[src/rtl/mem_arbiter.sv]
// mem_arbiter: sequences one CPU step into fetch, data-access and commit
// phases over a single-port synchronous RAM shared by the instruction and
// data ports. The datapath is held with stall until the step's accesses
// complete, then released for exactly one commit cycle (DONE).
module mem_arbiter #(
   parameter int unsigned RD_LATENCY = 1
) (
   input  logic        clk,
   input  logic        cpu_rst,
   input  logic        cpu_en,
   input  logic        inst_ren,
   input  logic [31:0] inst_addr,
   output logic [31:0] inst_data,
   input  logic        mem_ren,
   input  logic        mem_wen,
   input  logic [31:0] mem_addr,
   input  logic [31:0] mem_dout,
   output logic [31:0] mem_din,
   output logic        stall,
   output logic        ram_en,
   output logic        ram_we,
   output logic [31:0] ram_addr,
   output logic [31:0] ram_wdata,
   input  logic [31:0] ram_rdata
);

   typedef enum logic [2:0] {
      IDLE,
      I_REQ,
      I_WAIT,
      D_SEL,
      D_REQ,
      D_WAIT,
      D_WR,
      DONE
   } state_t;

   // Wait cycles remaining after the request cycle's follow-on cycle.
   localparam logic [2:0] CNT_INIT = 3'(RD_LATENCY - 1);

   state_t     state;
   logic [2:0] cnt;

   // Step sequencer with registered RAM strobes, address/data and captures.
   always_ff @(posedge clk) begin
      if (cpu_rst) begin
         state     <= IDLE;
         cnt       <= '0;
         ram_en    <= 1'b0;
         ram_we    <= 1'b0;
         ram_addr  <= '0;
         ram_wdata <= '0;
         inst_data <= '0;
         mem_din   <= '0;
      end else begin
         // Strobes are single-cycle: only set on entry to a request state.
         ram_en <= 1'b0;
         ram_we <= 1'b0;
         case (state)
            IDLE: begin
               if (cpu_en) begin
                  if (inst_ren) begin
                     state    <= I_REQ;
                     ram_en   <= 1'b1;
                     ram_addr <= inst_addr;
                  end else begin
                     state <= D_SEL;
                  end
               end
            end
            I_REQ: begin
               state <= I_WAIT;
               cnt   <= CNT_INIT;
            end
            I_WAIT: begin
               if (cnt != 3'd0) begin
                  cnt <= cnt - 3'd1;
               end else begin
                  inst_data <= ram_rdata;
                  state     <= D_SEL;
               end
            end
            D_SEL: begin
               if (mem_wen) begin
                  state     <= D_WR;
                  ram_en    <= 1'b1;
                  ram_we    <= 1'b1;
                  ram_addr  <= mem_addr;
                  ram_wdata <= mem_dout;
               end else if (mem_ren) begin
                  state    <= D_REQ;
                  ram_en   <= 1'b1;
                  ram_addr <= mem_addr;
               end else begin
                  state <= DONE;
               end
            end
            D_REQ: begin
               state <= D_WAIT;
               cnt   <= CNT_INIT;
            end
            D_WAIT: begin
               if (cnt != 3'd0) begin
                  cnt <= cnt - 3'd1;
               end else begin
                  mem_din <= ram_rdata;
                  state   <= DONE;
               end
            end
            D_WR: begin
               state <= DONE;
            end
            DONE: begin
               state <= IDLE;
            end
            default: begin
               state <= IDLE;
            end
         endcase
      end
   end

   // Commit is permitted only in DONE; decoded from the state register alone.
   always_comb begin
      stall = (state != DONE);
   end

endmodule
[config.mk]
export PLATFORM = sky130hd
export DESIGN_NAME = mem_arbiter
export DESIGN_NICKNAME = d
export VERILOG_FILES = /design/src/rtl/mem_arbiter.sv
export SDC_FILE = /design/constraint.sdc
export NUM_CORES = 1
export LEC_CHECK = 0
export CORE_MARGIN = 4
export CORE_UTILIZATION = 43
export CTS_CLUSTER_DIAMETER = 60
export CTS_CLUSTER_SIZE = 12
export DETAILED_ROUTE_END_ITERATION = 7
export PLACE_DENSITY = 0.86
export SKIP_CTS_REPAIR_TIMING = 1
export SLEW_MARGIN = 20
export SYNTH_ARGS = -nofsm -noshare
export SYNTH_HDL_FRONTEND = slang
export SYNTH_SLANG_ARGS = --single-unit
[constraint.sdc]
create_clock -name clk -period 3.8 [get_ports clk]
set_clock_uncertainty 0.1 [all_clocks]
set_input_delay 0.57 -clock clk [delete_from_list [all_inputs] [get_ports clk]]
set_output_delay 0.57 -clock clk [all_outputs]
set_load 0.03 [all_outputs]
Yosys cells after proc, flatten, opt, wreduce, memory -nomap -nowiden
Cells that the tools add are included.
W data, S select, Z words.
{"block": "word_totals", "mem_bits_rw": 0, "output_inout_bits": 131, "romBits": 0, "elab_cells": 58, "memories": 0, "latchBits": 0, "inputBits": 134, "reg_bits": 136}
{"block": "classes", "addsub": 1, "mul": 0, "n_mux": 20, "n_shift": 0, "n_bitwise": 2, "div_mod_pow": 0, "reduce_logical": 13, "n_eq_ne": 14, "order_cmp": 0}
{"op": "$mux W32", "count": 4}
{"op": "$pmux W32 S2", "count": 1}
{"op": "$pmux W3 S8", "count": 1}
{"op": "$eq A3 B3 Y1 const B", "count": 4}
{"op": "$mux W3", "count": 4}
{"op": "$ne A2 B2 Y1 const B", "count": 4}
{"op": "$reduce_and A2 Y1", "count": 4}
{"op": "$eq A3 B2 Y1 const B", "count": 2}
{"op": "$mux W2", "count": 3}
{"op": "$ne A3 B3 Y1 const B", "count": 2}
{"op": "$pmux W3 S2", "count": 1}
{"op": "$reduce_or A2 Y1", "count": 3}
{"op": "$mux W1", "count": 5}
{"op": "$reduce_and A4 Y1", "count": 1}
{"op": "$reduce_bool A2 Y1", "count": 2}
{"op": "$eq A3 B1 Y1 const B", "count": 1}
{"op": "$logic_not A3 Y1", "count": 1}
{"op": "$reduce_and A3 Y1", "count": 1}
{"op": "$reduce_bool A3 Y1", "count": 1}
{"op": "$sub A3 B1 Y3 const B", "count": 1}
{"op": "$ne A2 B1 Y1 const B", "count": 1}
{"op": "$not A1 Y1", "count": 2}
{"op": "$pmux W1 S2", "count": 1}

Longest topological paths before layout
{"block": "depth", "word_depth": 4, "ltp_mapped": 9, "ltp_nobuf": 7}

Worst setup path before layout
No wires, ideal clock.
{"block": "synth_timing", "path_type": "reg2out", "startpoint": "reg state[1]", "endpoint": "out stall", "required_ns": 3.130, "n_path_buf": 2, "path_stages_with_launch": 4, "arrival_time_ns": 1.055, "setup_slack_ns": 2.075, "path_cell_list": "dfxtp_1 -> buf_2 -> buf_1 -> nand3_1"}
{"block": "synth_between", "elab_chain_cells": 1}
{"element": "from (decl)", "line_no": "41", "text": "state_t state;"}
{"element": "from (signal assigned)", "line_no": "47", "text": "state <= IDLE;"}
{"element": "from (signal assigned)", "line_no": "63", "text": "state <= I_REQ;"}
{"element": "from (signal assigned)", "line_no": "67", "text": "state <= D_SEL;"}
{"element": "$ne A3 B3 Y1", "line_no": "125", "text": "stall = (state != DONE);"}
{"element": "to (decl)", "line_no": "19", "text": "output logic stall,"}
Every way passes these cells.

Final worst setup path
{"block": "layout_timing", "startpoint": "reg state[1]", "endpoint": "reg ram_addr[21]"}
{"block": "layout_between", "elab_chain_cells": 3, "elab_cells_between_ends": 8, "cone_classes": "4 x eq/ne; 1 x mux; 3 x reduce/logical"}
{"element": "$eq A3 B2 Y1 or $logic_not A3 Y1 (tied branches)", "line_no": "59", "text": "case (state)"}
{"element": "$ne A3 B3 Y1 (no line), or another cell as far along"}
{"element": "$reduce_and A4 Y1 (no line)"}
{"element": "to (signal assigned)", "line_no": "65", "text": "ram_addr <= inst_addr;"}
{"element": "to (signal assigned)", "line_no": "88", "text": "ram_addr <= mem_addr;"}
{"element": "to (signal assigned)", "line_no": "93", "text": "ram_addr <= mem_addr;"}
{"element": "to (decl)", "line_no": "22", "text": "output logic [31:0] ram_addr,"}
Several ways; a longest one is shown, not always the timed one.
A chain may end at the register's enable or synchronous reset.

==> impl_metrics.ini <==
[run_status]
status = finished, final reports clean

[final_layout]
final_nets = 1036
final_common_cell = nand2_1
areaGrowthSynthToFinish_pct = 63.07
layout_common_cells = nand2_1 (264), clkdlybuf4s50_1 (263), dfxtp_1 (136), a21oi_1 (100), nor2_1 (38)
drive_above_1_share_pct = 5.257
final_cells = 1056
diodes = 0

[timing]
rsz0062_at_grt = false
worst_slew_pin_slew_ns = 1.089
fmax_ghz = 0.3407
finalHoldViolations = 0
slew_violations = 0
period_minus_slack_ns = 2.935
setup_viol = 0
relSlewSlack_pct = 27.25
tns_ns = 0
min_period_over_period_pct = 77.24

[pwr]
p_leak_uw = 0.003000
power.density_mw_per_mm2 = 548.7
peakVddDrop_v = 0.0002753

[die]
die_h_um = 117.7
fp-row-count = 39
core_mm2 = 0.01161
die_w_um = 117.7
io_pins = 265
dieArea_mm2 = 0.01384
initial_core_util_pct = 44.52

[route]
drt-initial-drc-count = 505
wl_mm = 16.37
drtPass1Iterations = 4
drc = 0
drtAntennaViolNets = 0
wl_per_cell_um = 15.50
vias = 5317
avgViaCountPerCell = 5.035

[yosys]
syn_inst = 662
synth_top_area_cell = dfxtp_1
synth_top_area_share_pct = 52.66
ys_seq_elements = 136
ys_seq_area_share_pct = 52.66
synth_cell_types = 31
synth.net_count = 798
syn_area_per_cell_um2 = 7.810
ys.warnings.count = 0
synth.area.top_cells = dfxtp_1 (53%), nand2_1 (19%), a21oi_1 (9.7%), a311oi_1 (5.6%), nor2_1 (2.8%)
synth_area_mm2 = 0.005170

[clocking]
clock_sink_count = 136
clk_path_buf_depth = 2
clkTransAtPathRegs_ns = 0.06
clock_latency_ns = 0.40
clock-root-buffer = clkbuf_16
htreeDepth = 4
cts_buffers = 17
cts_tree = yes

[setup_path]
crit_end = ram_addr[21]
reg2reg_slack_ns = 0.87
reg2reg_depth = 5
required_ns = 3.99
worstSetupPathType = flip-flop to flip-flop
cp-startpoint = state[1]
r2r-start = state[1]
end_kind = flip-flop
rr_endpoint = ram_addr[21]
start_kind = flip-flop
cp_data_arrival_time_ns = 3.13
path_max_fanout = 45

[placed_design]
dp.cells = 1024
post-dp-hpwl_mm = 11.72
gp_congestion = 0.8334
io_buffers = 264

[grt]
grt_pass1_vias = 4925
grt_max_degree = 94
grt_overflow_total = 0
grt_util_all_layers_pct = 22.49
antenna_found_initial = 0
grt_pass1_wl_mm = 25.14

[hold_path]
hp-class = flip-flop to flip-flop

[flow_run]
cap_violations = 0
-- registers in the layout, indices dropped and copies added, names as in the netlist --
signal,cells
mem_din,32
ram_wdata,32
ram_we,1
inst_data,32
ram_addr,32
state,3
cnt,3
ram_en,1
-- routing by layer --
metal	vias to the layer above	GRT usage (%)	part of all wire [%]
met5	-	0	0
met4	0	8.425	1.9
met3	23	7.833	8.5
met2	220	38.41	50
met1	2415	25.97	40
li1	2659	-	-
-- final cells by class --
class / count / area (µm²)
Multi-Input combinational cell: 468 / 2212
Timing Repair Buffer: 273 / 2708
Inverter: 4 / 15.01
Tap cell: 143 / 178.9
Sequential cell: 136 / 2723
Clock inverter: 14 / 165.2
Fill cell: 869 / 3183
Clock buffer: 18 / 429.2
-- how the worst min path moves through the flow --
stage	startpoint	end	slack (ns)	cells after the start
3_3_place_gp	mem_din[29]	mem_din[29]	0.34	2
5_1_grt	inst_data[4]	inst_data[4]	0.37	2
3_5_place_dp	inst_data[7]	inst_data[7]	0.35	2
2_1_floorplan	cnt[1]	cnt[1]	0.35	1
4_1_cts	ram_wdata[12]	ram_wdata[12]	0.35	2
6_report	inst_data[24]	inst_data[24]	0.35	2
-- synth_stat cells, drive strengths merged --
master / count
a21o: 1
a21oi: 100
a22oi: 2
a311oi: 33
a31oi: 1
and2: 1
and3: 1
and3b: 4
buf: 20
clkbuf: 34
dfxtp: 136
ha: 2
inv: 4
mux2: 2
nand2: 264
nand2b: 2
nand3: 2
nand3b: 1
nor2: 40
nor2b: 3
o211ai: 2
o21a: 1
o21ai: 1
o2bb2ai: 3
o311a: 1
xor2: 1
-- worst max-delay path: stages, from the launching register on --
cell and delay (ns):
dfxtp_1 0.67, nand3b_4 0.43, o2bb2ai_4 0.88, buf_4 0.38, nor2_1 0.07, a311oi_1 0.28
-- metrics by stage --
stage          util, %  hold WS [ns]  worst slack, ns  power, µW  area, µm²
2_1_floorplan        -        0.3500            2.075       2474       5170
3_3_place_gp     67.47        0.3404            1.009       2996       7836
3_5_place_dp     67.47        0.3456           0.8510       3020       7836
4_1_cts          72.59        0.3541           0.8126       4657       8431
5_1_grt          72.59        0.3712           0.6028       4833       8431
6_report         72.59        0.3513           0.8650       4626       8431
-- report_power, final --
part	internal, µW	total [µW]	switching [µW]
combinational	547	1290	748
sequential	1590	1690	105
clock	986	1640	653
total	3120	4630	1510
-- cell families (layout without fill, tap and decap cells) --
kind of cell / Yosys count / in the layout / synth area share, %
and+or+nand+nor: 318 / 318 / 24.23
AOI/OAI and AO/OA: 145 / 145 / 17.06
DFF: 136 / 136 / 52.66
xor gates and xnor gates: 1 / 1 / 0.1694
buffers and inverters: 58 / 309 / 4.961
adders and majority gates: 2 / 2 / 0.4839
muxes: 2 / 2 / 0.4356
No activity file was read; power rests on OpenSTA's default activity.
